$ cat src/rtl/pep_common_param_pkg.sv
// Shared GRAM parameters and the per-GRAM write-arbiter FSM state type.
// Latency: n/a (declarations only).
// Backpressure: n/a.
// Contents: GRAM_NB (number of GRAM banks), GRAM_ID_W (bank index width),
//           garb_state_e (IDLE / GRANT / GUARD).
package pep_common_param_pkg;

  localparam int GRAM_NB   = 4;
  localparam int GRAM_ID_W = (GRAM_NB > 1) ? $clog2(GRAM_NB) : 1;

  typedef enum logic [1:0] {
    IDLE  = 2'd0,
    GRANT = 2'd1,
    GUARD = 2'd2
  } garb_state_e;

endpackage

$ cat src/rtl/pep_gram_wr_arb_core.sv
// Single-GRAM write arbiter: round-robin grant, quantum-limited ownership and
// forced guard gap between owners.
// Latency: request sampled in cycle t gives avail_o in cycle t+1.
// Backpressure: a waiting master keeps req_i high; the owner loses the grant
//   after QUANTUM cycles only if another master is waiting.
// Ports: clk, s_rst (sync, active-high), req_i[m] (master m wants this GRAM),
//        avail_o[m] (registered one-hot grant), busy_o (GRANT or GUARD).
module pep_gram_wr_arb_core
  import pep_common_param_pkg::*;
#(
  parameter int MASTER_NB = 3,
  parameter int QUANTUM   = 16,
  parameter int GUARD_CYC = 3
) (
  input  logic                 clk,
  input  logic                 s_rst,
  input  logic [MASTER_NB-1:0] req_i,
  output logic [MASTER_NB-1:0] avail_o,
  output logic                 busy_o
);

  localparam int PTR_W = (MASTER_NB > 1) ? $clog2(MASTER_NB) : 1;
  localparam logic [7:0]       QUANT_C = 8'(QUANTUM);
  localparam logic [3:0]       GUARD_C = 4'(GUARD_CYC);
  localparam logic [PTR_W-1:0] LAST_M  = PTR_W'(MASTER_NB - 1);

  garb_state_e          state_q;
  logic [PTR_W-1:0]     rr_ptr_q;
  logic [PTR_W-1:0]     owner_q;
  logic [7:0]           cnt_q;
  logic [3:0]           guard_q;
  logic [MASTER_NB-1:0] avail_q;
  logic                 busy_q;

  logic                 pick_vld;
  logic [PTR_W-1:0]     pick_idx;
  logic [PTR_W-1:0]     scan_idx;
  logic [PTR_W-1:0]     owner_nxt;
  logic                 owner_req;
  logic                 others_req;
  logic                 quantum_end;

  // Scan offsets from the far end down so the requester closest to rr_ptr_q
  // is the last one written and therefore wins.
  always_comb begin
    pick_vld = 1'b0;
    pick_idx = '0;
    scan_idx = '0;
    for (int i = MASTER_NB - 1; i >= 0; i--) begin
      scan_idx = PTR_W'((int'(rr_ptr_q) + i) % MASTER_NB);
      if (req_i[scan_idx]) begin
        pick_vld = 1'b1;
        pick_idx = scan_idx;
      end
    end
  end

  assign owner_req   = req_i[owner_q];
  // avail_q is the owner's one-hot while in GRANT, so masking with it leaves
  // only the competing requesters.
  assign others_req  = |(req_i & ~avail_q);
  assign quantum_end = (cnt_q == QUANT_C);
  assign owner_nxt   = (owner_q == LAST_M) ? '0 : owner_q + 1'b1;

  always_ff @(posedge clk) begin
    if (s_rst) begin
      state_q  <= IDLE;
      rr_ptr_q <= '0;
      owner_q  <= '0;
      cnt_q    <= '0;
      guard_q  <= '0;
      avail_q  <= '0;
      busy_q   <= 1'b0;
    end else begin
      case (state_q)
        IDLE: begin
          if (pick_vld) begin
            state_q <= GRANT;
            owner_q <= pick_idx;
            avail_q <= MASTER_NB'(1) << pick_idx;
            cnt_q   <= 8'd1;
            busy_q  <= 1'b1;
          end
        end
        GRANT: begin
          if (!owner_req || (quantum_end && others_req)) begin
            state_q  <= GUARD;
            rr_ptr_q <= owner_nxt;
            avail_q  <= '0;
            cnt_q    <= '0;
            guard_q  <= 4'd1;
          end else if (quantum_end) begin
            // Nobody else waiting: restart the quantum without a gap.
            cnt_q <= 8'd1;
          end else begin
            cnt_q <= cnt_q + 8'd1;
          end
        end
        GUARD: begin
          if (guard_q == GUARD_C) begin
            guard_q <= '0;
            if (pick_vld) begin
              state_q <= GRANT;
              owner_q <= pick_idx;
              avail_q <= MASTER_NB'(1) << pick_idx;
              cnt_q   <= 8'd1;
            end else begin
              state_q <= IDLE;
              busy_q  <= 1'b0;
            end
          end else begin
            guard_q <= guard_q + 4'd1;
          end
        end
        default: begin
          state_q <= IDLE;
          avail_q <= '0;
          busy_q  <= 1'b0;
        end
      endcase
    end
  end

  assign avail_o = avail_q;
  assign busy_o  = busy_q;

endmodule

$ cat src/rtl/pep_gram_wr_arb.sv
// GRAM write arbiter: one independent round-robin arbiter per GRAM bank.
// Latency: req in cycle t -> avail_1h in cycle t+1; GUARD_CYC idle cycles between owners.
// Backpressure: masters hold req until granted; owners are pre-empted after QUANTUM cycles.
// Ports: clk, s_rst (sync, active-high), req[m][g], avail_1h[m][g] (registered,
//        one-hot per GRAM), gram_busy[g]; stat_wait_cyc[m] only when
//        PEP_GRAM_WR_ARB_STATS_EN is defined (saturating per-master wait counters).
module pep_gram_wr_arb
  import pep_common_param_pkg::*;
#(
  parameter int MASTER_NB = 3,
  parameter int QUANTUM   = 16,
  parameter int GUARD_CYC = 3
) (
  input  logic                              clk,
  input  logic                              s_rst,
  input  logic [MASTER_NB-1:0][GRAM_NB-1:0] req,
  output logic [MASTER_NB-1:0][GRAM_NB-1:0] avail_1h,
  output logic [GRAM_NB-1:0]                gram_busy
`ifdef PEP_GRAM_WR_ARB_STATS_EN
  ,
  output logic [MASTER_NB-1:0][31:0]        stat_wait_cyc
`endif
);

  // Per-GRAM views of the master-major request/grant matrices.
  logic [GRAM_NB-1:0][MASTER_NB-1:0] req_col;
  logic [GRAM_NB-1:0][MASTER_NB-1:0] avail_col;

  for (genvar g = 0; g < GRAM_NB; g++) begin : g_gram
    for (genvar m = 0; m < MASTER_NB; m++) begin : g_master
      assign req_col[g][m]  = req[m][g];
      assign avail_1h[m][g] = avail_col[g][m];
    end

    pep_gram_wr_arb_core #(
      .MASTER_NB (MASTER_NB),
      .QUANTUM   (QUANTUM),
      .GUARD_CYC (GUARD_CYC)
    ) u_core (
      .clk     (clk),
      .s_rst   (s_rst),
      .req_i   (req_col[g]),
      .avail_o (avail_col[g]),
      .busy_o  (gram_busy[g])
    );
  end

`ifdef PEP_GRAM_WR_ARB_STATS_EN
  // A master is waiting when any of its requests is not currently granted.
  logic [MASTER_NB-1:0] wait_vld;

  always_comb begin
    wait_vld = '0;
    for (int m = 0; m < MASTER_NB; m++) begin
      wait_vld[m] = |(req[m] & ~avail_1h[m]);
    end
  end

  always_ff @(posedge clk) begin
    if (s_rst) begin
      stat_wait_cyc <= '0;
    end else begin
      for (int m = 0; m < MASTER_NB; m++) begin
        if (wait_vld[m] && (stat_wait_cyc[m] != 32'hFFFF_FFFF)) begin
          stat_wait_cyc[m] <= stat_wait_cyc[m] + 32'd1;
        end
      end
    end
  end
`endif

endmodule
$ cat config.mk
export PLATFORM = sky130hd
export DESIGN_NAME = pep_gram_wr_arb
export DESIGN_NICKNAME = d
export VERILOG_FILES = /design/src/rtl/pep_common_param_pkg.sv /design/src/rtl/pep_gram_wr_arb_core.sv /design/src/rtl/pep_gram_wr_arb.sv
export SDC_FILE = /design/constraint.sdc
export NUM_CORES = 1
export LEC_CHECK = 0
export BUFFER_PORTS_ARGS = -buffer_cell sky130_fd_sc_hd__buf_2
export CORE_AREA = 4 4 117 203
export CTS_CLUSTER_SIZE = 40
export DETAILED_ROUTE_END_ITERATION = 10
export DIE_AREA = 0 0 121 207
export GPL_TIMING_DRIVEN = 0
export HOLD_SLACK_MARGIN = 0.12
export PLACE_DENSITY = 0.41
export SYNTH_ARGS = -nofsm -noshare
export SYNTH_HDL_FRONTEND = slang
export SYNTH_SLANG_ARGS = --single-unit
$ cat constraint.sdc
create_clock -name clk -period 2.7 [get_ports clk]
set_clock_uncertainty 0.15 [all_clocks]
set_input_delay 0.135 -clock clk [delete_from_list [all_inputs] [get_ports clk]]
set_output_delay 0.135 -clock clk [all_outputs]
set_load 0.02 [all_outputs]
==> results.json, run 1 <==
{
  "outcome": "finished clean",
  "final_layout_size_suffix_gt1_share_pct": 10.3,
  "worstMarginPinSlew_ps": 819,
  "whs_ps": 147,
  "seq_area_um2": 1760,
  "cts_setup_buffers": 0,
  "m1WireLength_mm": 5.82,
  "cpPeakStageDelay_ps": 450,
  "start_util_pct": 23.8,
  "cts-root-buf": "clkbuf_16",
  "antenna_left": 0,
  "timing.final.crit_share_pct": 94.0,
  "io_pins": 30,
  "yosysUniqueCellTypes": 72,
  "synth_top_family_by_area": "compound AO/OA/AOI/OAI gates",
  "worstSkewPairLatency_ps": 340,
  "cts_tree": "built",
  "required_ps": 2800,
  "place_hpwl_mm": 11.2,
  "yosys_register_bits": 88,
  "rows": 72,
  "synthCells": 634,
  "clockBufferDepth": 2,
  "grt_pass1_vias": 4898,
  "critPathTopFamily": "compound AO/OA/AOI/OAI gates",
  "die_area_um2": 25000,
  "critPathSlowestCell": "a2111oi_4",
  "synthAdderAreaFrac_pct": 5.73,
  "layout_common_cells": "dfxtp_1 (88), a21oi_1 (60), nand2_1 (44)",
  "synthXorXnorAreaFrac_pct": 0.167,
  "multi_input_area_um2": 3250,
  "switching_share_pct": 34.3,
  "fmax_mhz": 394,
  "groute.usage.overall_pct": 11.8,
  "core_area_um2": 22100,
  "crit_path_start_kind": "flop",
  "dieWidth_um": 121,
  "die_height_um": 207,
  "arrival_ps": 2640,
  "period_minus_slack_ps": 2540,
  "clock_sinks": 88,
  "synth_compound_area_share_pct": 28.4,
  "routed.top_layer": "met4",
  "synth.area.mux_share_pct": 3.13,
  "h-tree-depth": 3,
  "maxCapViolations": 0,
  "powerDensity_nw_per_um2": 675,
  "dp_cells": 958,
  "syn_to_final_growth_pct": 16.8,
  "seqPwrFrac_pct": 38.0,
  "grt_pass1_wl_mm": 24.1,
  "slew_headroom_pct": 45.4,
  "wl_per_cell_um": 15.4,
  "synth_edf_count": 0,
  "worstReg2RegEnd": "g_gram[0].u_core.cnt_q[3]",
  "async_reset_ff_share_pct": 0,
  "hold_violations": 0,
  "r2r_setup_slack_ps": 160,
  "dr_wl_met2_mm": 8.47,
  "synthesis.area_um2": 5240,
  "portBuffers": 28,
  "peakVddDrop_mv": 0.274,
  "cp-end-kind": "flop",
  "grt_max_degree": 14,
  "power.switching_uw": 1420,
  "synth-simple-area-share_pct": 23.6,
  "final_cells": 973,
  "ys_seq_area_share_pct": 33.6,
  "hold_path.class": "primary input to flop",
  "first_pass_iters": 4,
  "finalMaxSlewViolations": 0,
  "finalSetupViolations": 0,
  "power_frac_clock_pct": 32.0,
  "route.detailed.drc": 0,
  "cp-startpoint": "g_gram[0].u_core.rr_ptr_q[0]",
  "p_leak_uw": 0.00217,
  "yosysWarnings": 0,
  "power_frac_comb_pct": 30.1,
  "wl_mm": 15.0,
  "path_depth": 7,
  "power.internal_uw": 2720,
  "worst_r2r_path_depth": 7,
  "final_common_cell": "dfxtp_1",
  "vias": 4896,
  "syn_nets": 672,
  "cts_buffers": 9,
  "crit_end": "g_gram[0].u_core.cnt_q[3]",
  "drtIter0Drc": 164,
  "nets": 712,
  "syn_avg_cell_area_um2": 8.27,
  "path_buf_inv": 1,
  "clkTransAtPathRegs_ps": 60,
  "diodes": 0,
  "gp_congestion": 0.796,
  "via_per_inst": 5.03,
  "crit_path_max_fanout": 8,
  "timing.rr.start": "g_gram[0].u_core.rr_ptr_q[0]",
  "path_class": "flop to flop",
  "crit_chain": "inv_1, ha_1, a22o_1, a211o_1, a2111oi_4, nor2_2, a311oi_1",
  "gr-total-overflow": 0,
  "fillers": 2386,
  "ys.flop_type": "dfxtp_1",
  "antenna_found_initial": 0,
  "wl_met3_um": 351
}
-- power by group through the flow --
stage / Combinational, uW / Sequential, uW / Clock, uW
floorplan: 859 / 1590 / 0
global placement: 1190 / 1590 / 0
detailed placement: 1220 / 1600 / 0
CTS: 1230 / 1570 / 1370
global route: 1380 / 1590 / 1400
finish: 1240 / 1570 / 1320
-- cell type report --
class | count | share of cell area [%]
buffer | 25 | 1.96
clock buffer | 11 | 3.80
clock inverter | 3 | 1.12
inverter | 43 | 2.63
multi-input combinational | 477 | 53.1
sequential | 88 | 28.8
tap | 296 | 6.05
timing repair buffer | 30 | 2.61
-- metrics by stage --
step                      total power, uW  util, %  worst slack [ps]  setup TNS (ps)  cell area (um2)
after floorplan                      2450        -               315               0             5240
after global placement               2790     26.1              -143           -1360             5750
after detailed placement             2820     26.1              -180           -2140             5750
after CTS                            4170     27.6              24.7               0             6090
after global routing                 4370     27.8             -10.6           -13.3             6130
final                                4130     27.8               163               0             6130
-- repair_timing --
action,4_1_cts,5_1_grt
endpoints found under the hold margin,5,0
hold buffers,2,0
endpoints found under the setup margin,19,33
gates resized for setup,2,10
-- flip-flops by register name, indices dropped and copies added, names as in the netlist --
signal,count
g_gram.u_core.cnt_q,32
g_gram.u_core.guard_q,16
g_gram.u_core.avail_o,12
g_gram.u_core.owner_q,8
g_gram.u_core.rr_ptr_q,8
g_gram.u_core.state_q,8
g_gram.u_core.busy_o,4
-- worst min path at each step --
| stage | cells past startpoint | slack (ps) | startpoint | endpoint |
|---|---|---|---|---|
| finish | 5 | 150 | req[9] | g_gram[1].u_core.owner_q[1] |
| global route | 3 | 170 | req[4] | g_gram[0].u_core.avail_o[1] |
| CTS | 5 | 120 | req[9] | g_gram[1].u_core.owner_q[1] |
| detailed placement | 2 | 310 | g_gram[0].u_core.guard_q[2] | g_gram[0].u_core.guard_q[2] |
| global placement | 2 | 310 | g_gram[1].u_core.cnt_q[7] | g_gram[1].u_core.cnt_q[7] |
| floorplan | 2 | 180 | s_rst | g_gram[1].u_core.state_q[0] |
-- Yosys cell counts, drive strengths merged, types with 3 or more instances --
cell	count	area, um2
mux2	3	33.8
nand2	44	165
nor2	36	135
o32ai	3	26.3
dfxtp	88	1760
o2bb2ai	7	61.3
buf	7	50.0
nor2b	22	138
or3	10	62.6
a21oi	62	314
o31ai	7	52.6
o21ai	29	149
and3	13	81.3
or4	3	22.5
o311ai	4	35.0
nand2b	39	244
a31oi	7	43.8
ha	24	300
a21o	3	22.5
a221oi	4	35.0
mux2i	13	130
nor3	9	45.0
inv	42	158
nor3b	3	22.5
nand3	18	90.1
a311oi	20	181
a22o	4	35.0
o22ai	4	25.0
or4b	4	40.0
nand3b	5	37.5
a211o	6	52.6
o31a	4	35.0
a41oi	5	43.8
o211ai	8	60.1
a32o	3	30.0
clkbuf	19	71.3
o21a	6	45.0
or3b	5	43.8
-- logic make-up (layout without fill, tap and decap cells) --
logic type | Yosys count | in the layout
AO/OA/AOI/OAI | 211 | 211
multiplexers | 16 | 16
AND/OR/NAND/NOR | 225 | 225
buffers and inverters | 69 | 112
XOR/XNOR | 1 | 1
adder cells (fa/ha/maj) | 24 | 24
flip-flops | 88 | 88
-- metal layers --
| layer | vias to the layer above | GRT usage [%] |
|---|---|---|
| met3 | 17 | 1.50 |
| met5 | - | 0 |
| met4 | 0 | 4.81 |
| met2 | 75 | 23.5 |
| li1 | 2441 | - |
| met1 | 2363 | 12.0 |
-- worst reg2reg max path, stage by stage, from the launching register on --
cell       delay [ps]
dfxtp_1           380
inv_1              60
ha_1              390
a22o_1            230
a211o_1           330
a2111oi_4         450
nor2_2            170
a311oi_1          290
(Power assumes the default switching activity.)
==> run 2: changes to the inputs <==
Settings changed: SETUP_SLACK_MARGIN from default to 0.5.
==> results.json, run 2 (synthesis gave the netlist of run 1 again) <==
{
  "portBuffers": 28,
  "p_leak_uw": 0.00255,
  "final_cells": 1023,
  "largest_reg_flops": 32,
  "grt_max_degree": 17,
  "peakVddDrop_mv": 0.288,
  "arrival_ps": 2430,
  "start_util_pct": 23.8,
  "final_layout_size_suffix_gt1_share_pct": 31.8,
  "crit_path_max_fanout": 3,
  "finalSetupViolations": 0,
  "finalMaxSlewViolations": 0,
  "diodes": 0,
  "worstSkewPairLatency_ps": 350,
  "groute.usage.overall_pct": 12.1,
  "hold_path.class": "primary input to flop",
  "syn_to_final_growth_pct": 35.9,
  "cts-root-buf": "clkbuf_16",
  "cts_tree": "built",
  "worstMarginPinSlew_ps": 863,
  "gp_congestion": 0.786,
  "clkTransAtPathRegs_ps": 70,
  "fmax_mhz": 434,
  "timing.final.crit_share_pct": 85.4,
  "nets": 760,
  "outcome": "finished clean",
  "hold_path_end": "g_gram[1].u_core.owner_q[1]",
  "gr-total-overflow": 0,
  "hold_start": "req[9]",
  "fin_setup_tns_ps": 0,
  "crit_chain": "inv_2, ha_4, or4b_4, a311o_1, a21o_1, buf_6, or3_1, a21oi_1",
  "m1WireLength_mm": 6.29,
  "rsz0062_at_grt": "yes",
  "dr_wl_met2_mm": 8.92,
  "crit_path_start_kind": "flop",
  "powerDensity_nw_per_um2": 659,
  "dieWidth_um": 121,
  "period_minus_slack_ps": 2300,
  "wl_per_cell_um": 15.4,
  "r2r_setup_slack_ps": 400,
  "first_pass_iters": 4,
  "path_class": "flop to flop",
  "final_common_cell": "dfxtp_1",
  "slew_headroom_pct": 42.5,
  "hold_violations": 0,
  "layout_common_cells": "dfxtp_1 (74), a21oi_1 (48), nand2_1 (44)",
  "maxCapViolations": 0,
  "cpPeakStageDelay_ps": 460,
  "antenna_found_initial": 0,
  "cp-end-kind": "flop",
  "grt_pass1_vias": 5033,
  "min_path_cells": 5,
  "wl_met3_um": 296,
  "routed.top_layer": "met4",
  "whs_ps": 136,
  "io_pins": 30,
  "vias": 5122,
  "die_height_um": 207,
  "die_area_um2": 25000,
  "wl_mm": 15.7,
  "h-tree-depth": 3,
  "worstReg2RegEnd": "g_gram[0].u_core.rr_ptr_q[0]",
  "fillers": 2342,
  "via_per_inst": 5.01,
  "rows": 72,
  "route.detailed.drc": 0,
  "drtIter0Drc": 131,
  "regMostFlops": "g_gram.u_core.cnt_q",
  "critPathTopFamily": "simple AND/OR/NAND/NOR gates",
  "cts_buffers": 9,
  "clock_sinks": 88,
  "timing.rr.start": "g_gram[0].u_core.cnt_q[0]",
  "place_hpwl_mm": 11.0,
  "critPathSlowestCell": "or4b_4",
  "required_ps": 2820,
  "clockBufferDepth": 2,
  "grt_pass1_wl_mm": 24.8,
  "dp_cells": 958,
  "path_buf_inv": 2,
  "core_area_um2": 22100,
  "worst_r2r_path_depth": 8,
  "antenna_left": 0
}
==> run 2: changes by cell type in the layout (fill, tap and decap cells not counted), moves of 7 or more <==
cell	previous run	this run
ha_4	0	7
a311oi_1	18	7
inv_1	42	29
o21ai_0	26	16
inv_2	0	13
a21oi_2	2	11
dfxtp_1	88	74
buf_4	5	40
buf_6	1	16
dfxtp_2	0	10
ha_1	24	14
a21oi_1	60	48
clkbuf_1	20	10
a311oi_2	2	12
==> run 2: stage by stage <==
stage	total power, uW	util, %	setup slack (ps)	area [um2]
after floorplan	2480	-	459	5310
after global placement	2820	26.4	84.7	5820
after detailed placement	2850	26.4	57.0	5820
after CTS	4540	30.2	405	6680
after global routing	4960	32.3	330	7130
final	4690	32.3	395	7130
==> run 2: where the power goes <==
| group | switching [uW] | total, uW | internal (uW) |
|---|---|---|---|
| clock network | 580 | 1400 | 823 |
| registers | 140 | 1580 | 1440 |
| logic | 935 | 1710 | 774 |
| total | 1650 | 4690 | 3040 |
==> run 2: worst max path at each step <==
stage	startpoint	end	slack, ps	depth (start not counted)
after global routing	g_gram[0].u_core.cnt_q[0]	g_gram[0].u_core.rr_ptr_q[0]	330	8
final	g_gram[0].u_core.cnt_q[0]	g_gram[0].u_core.rr_ptr_q[0]	400	8
after detailed placement	g_gram[1].u_core.rr_ptr_q[0]	g_gram[1].u_core.cnt_q[5]	60	8
after global placement	g_gram[2].u_core.cnt_q[0]	g_gram[2].u_core.cnt_q[7]	80	7
after floorplan	g_gram[3].u_core.rr_ptr_q[0]	g_gram[3].u_core.cnt_q[0]	460	8
after CTS	g_gram[3].u_core.rr_ptr_q[0]	g_gram[3].u_core.cnt_q[2]	410	8
==> run 2: timing repair <==
item                                   in CTS  in global routing
pin swaps                                  43                 36
setup buffers                              29                 18
gates resized for setup                    85                 88
hold buffers                                1                  0
setup endpoints to repair                  67                 62
endpoints found under the hold margin       3                  0
cloned                                      1                  0
==> run 2: worst min-delay path, delay by kind of cell <==
kind	cells	cell delay [ps]
buf+inv	2	220
simple gates	2	180
compound gates	1	60
==> run 2: layout make-up <==
type | instances | area, um2 | share of cell area (%)
multi-input cells | 477 | 3750 | 52.6
well taps | 296 | 370 | 5.20
repair buffers | 77 | 556 | 7.80
plain buffers | 26 | 171 | 2.41
inverters | 43 | 161 | 2.27
flip-flops and latches | 88 | 1790 | 25.1
clock buffers | 9 | 225 | 3.16
clock inverters | 7 | 101 | 1.42
==> run 2: routing by layer <==
metal	GRT usage, %	vias to the layer above
li1	-	2545
met1	12.9	2486
met2	23.5	69
met3	1.80	22
met4	3.95	0
met5	0	-
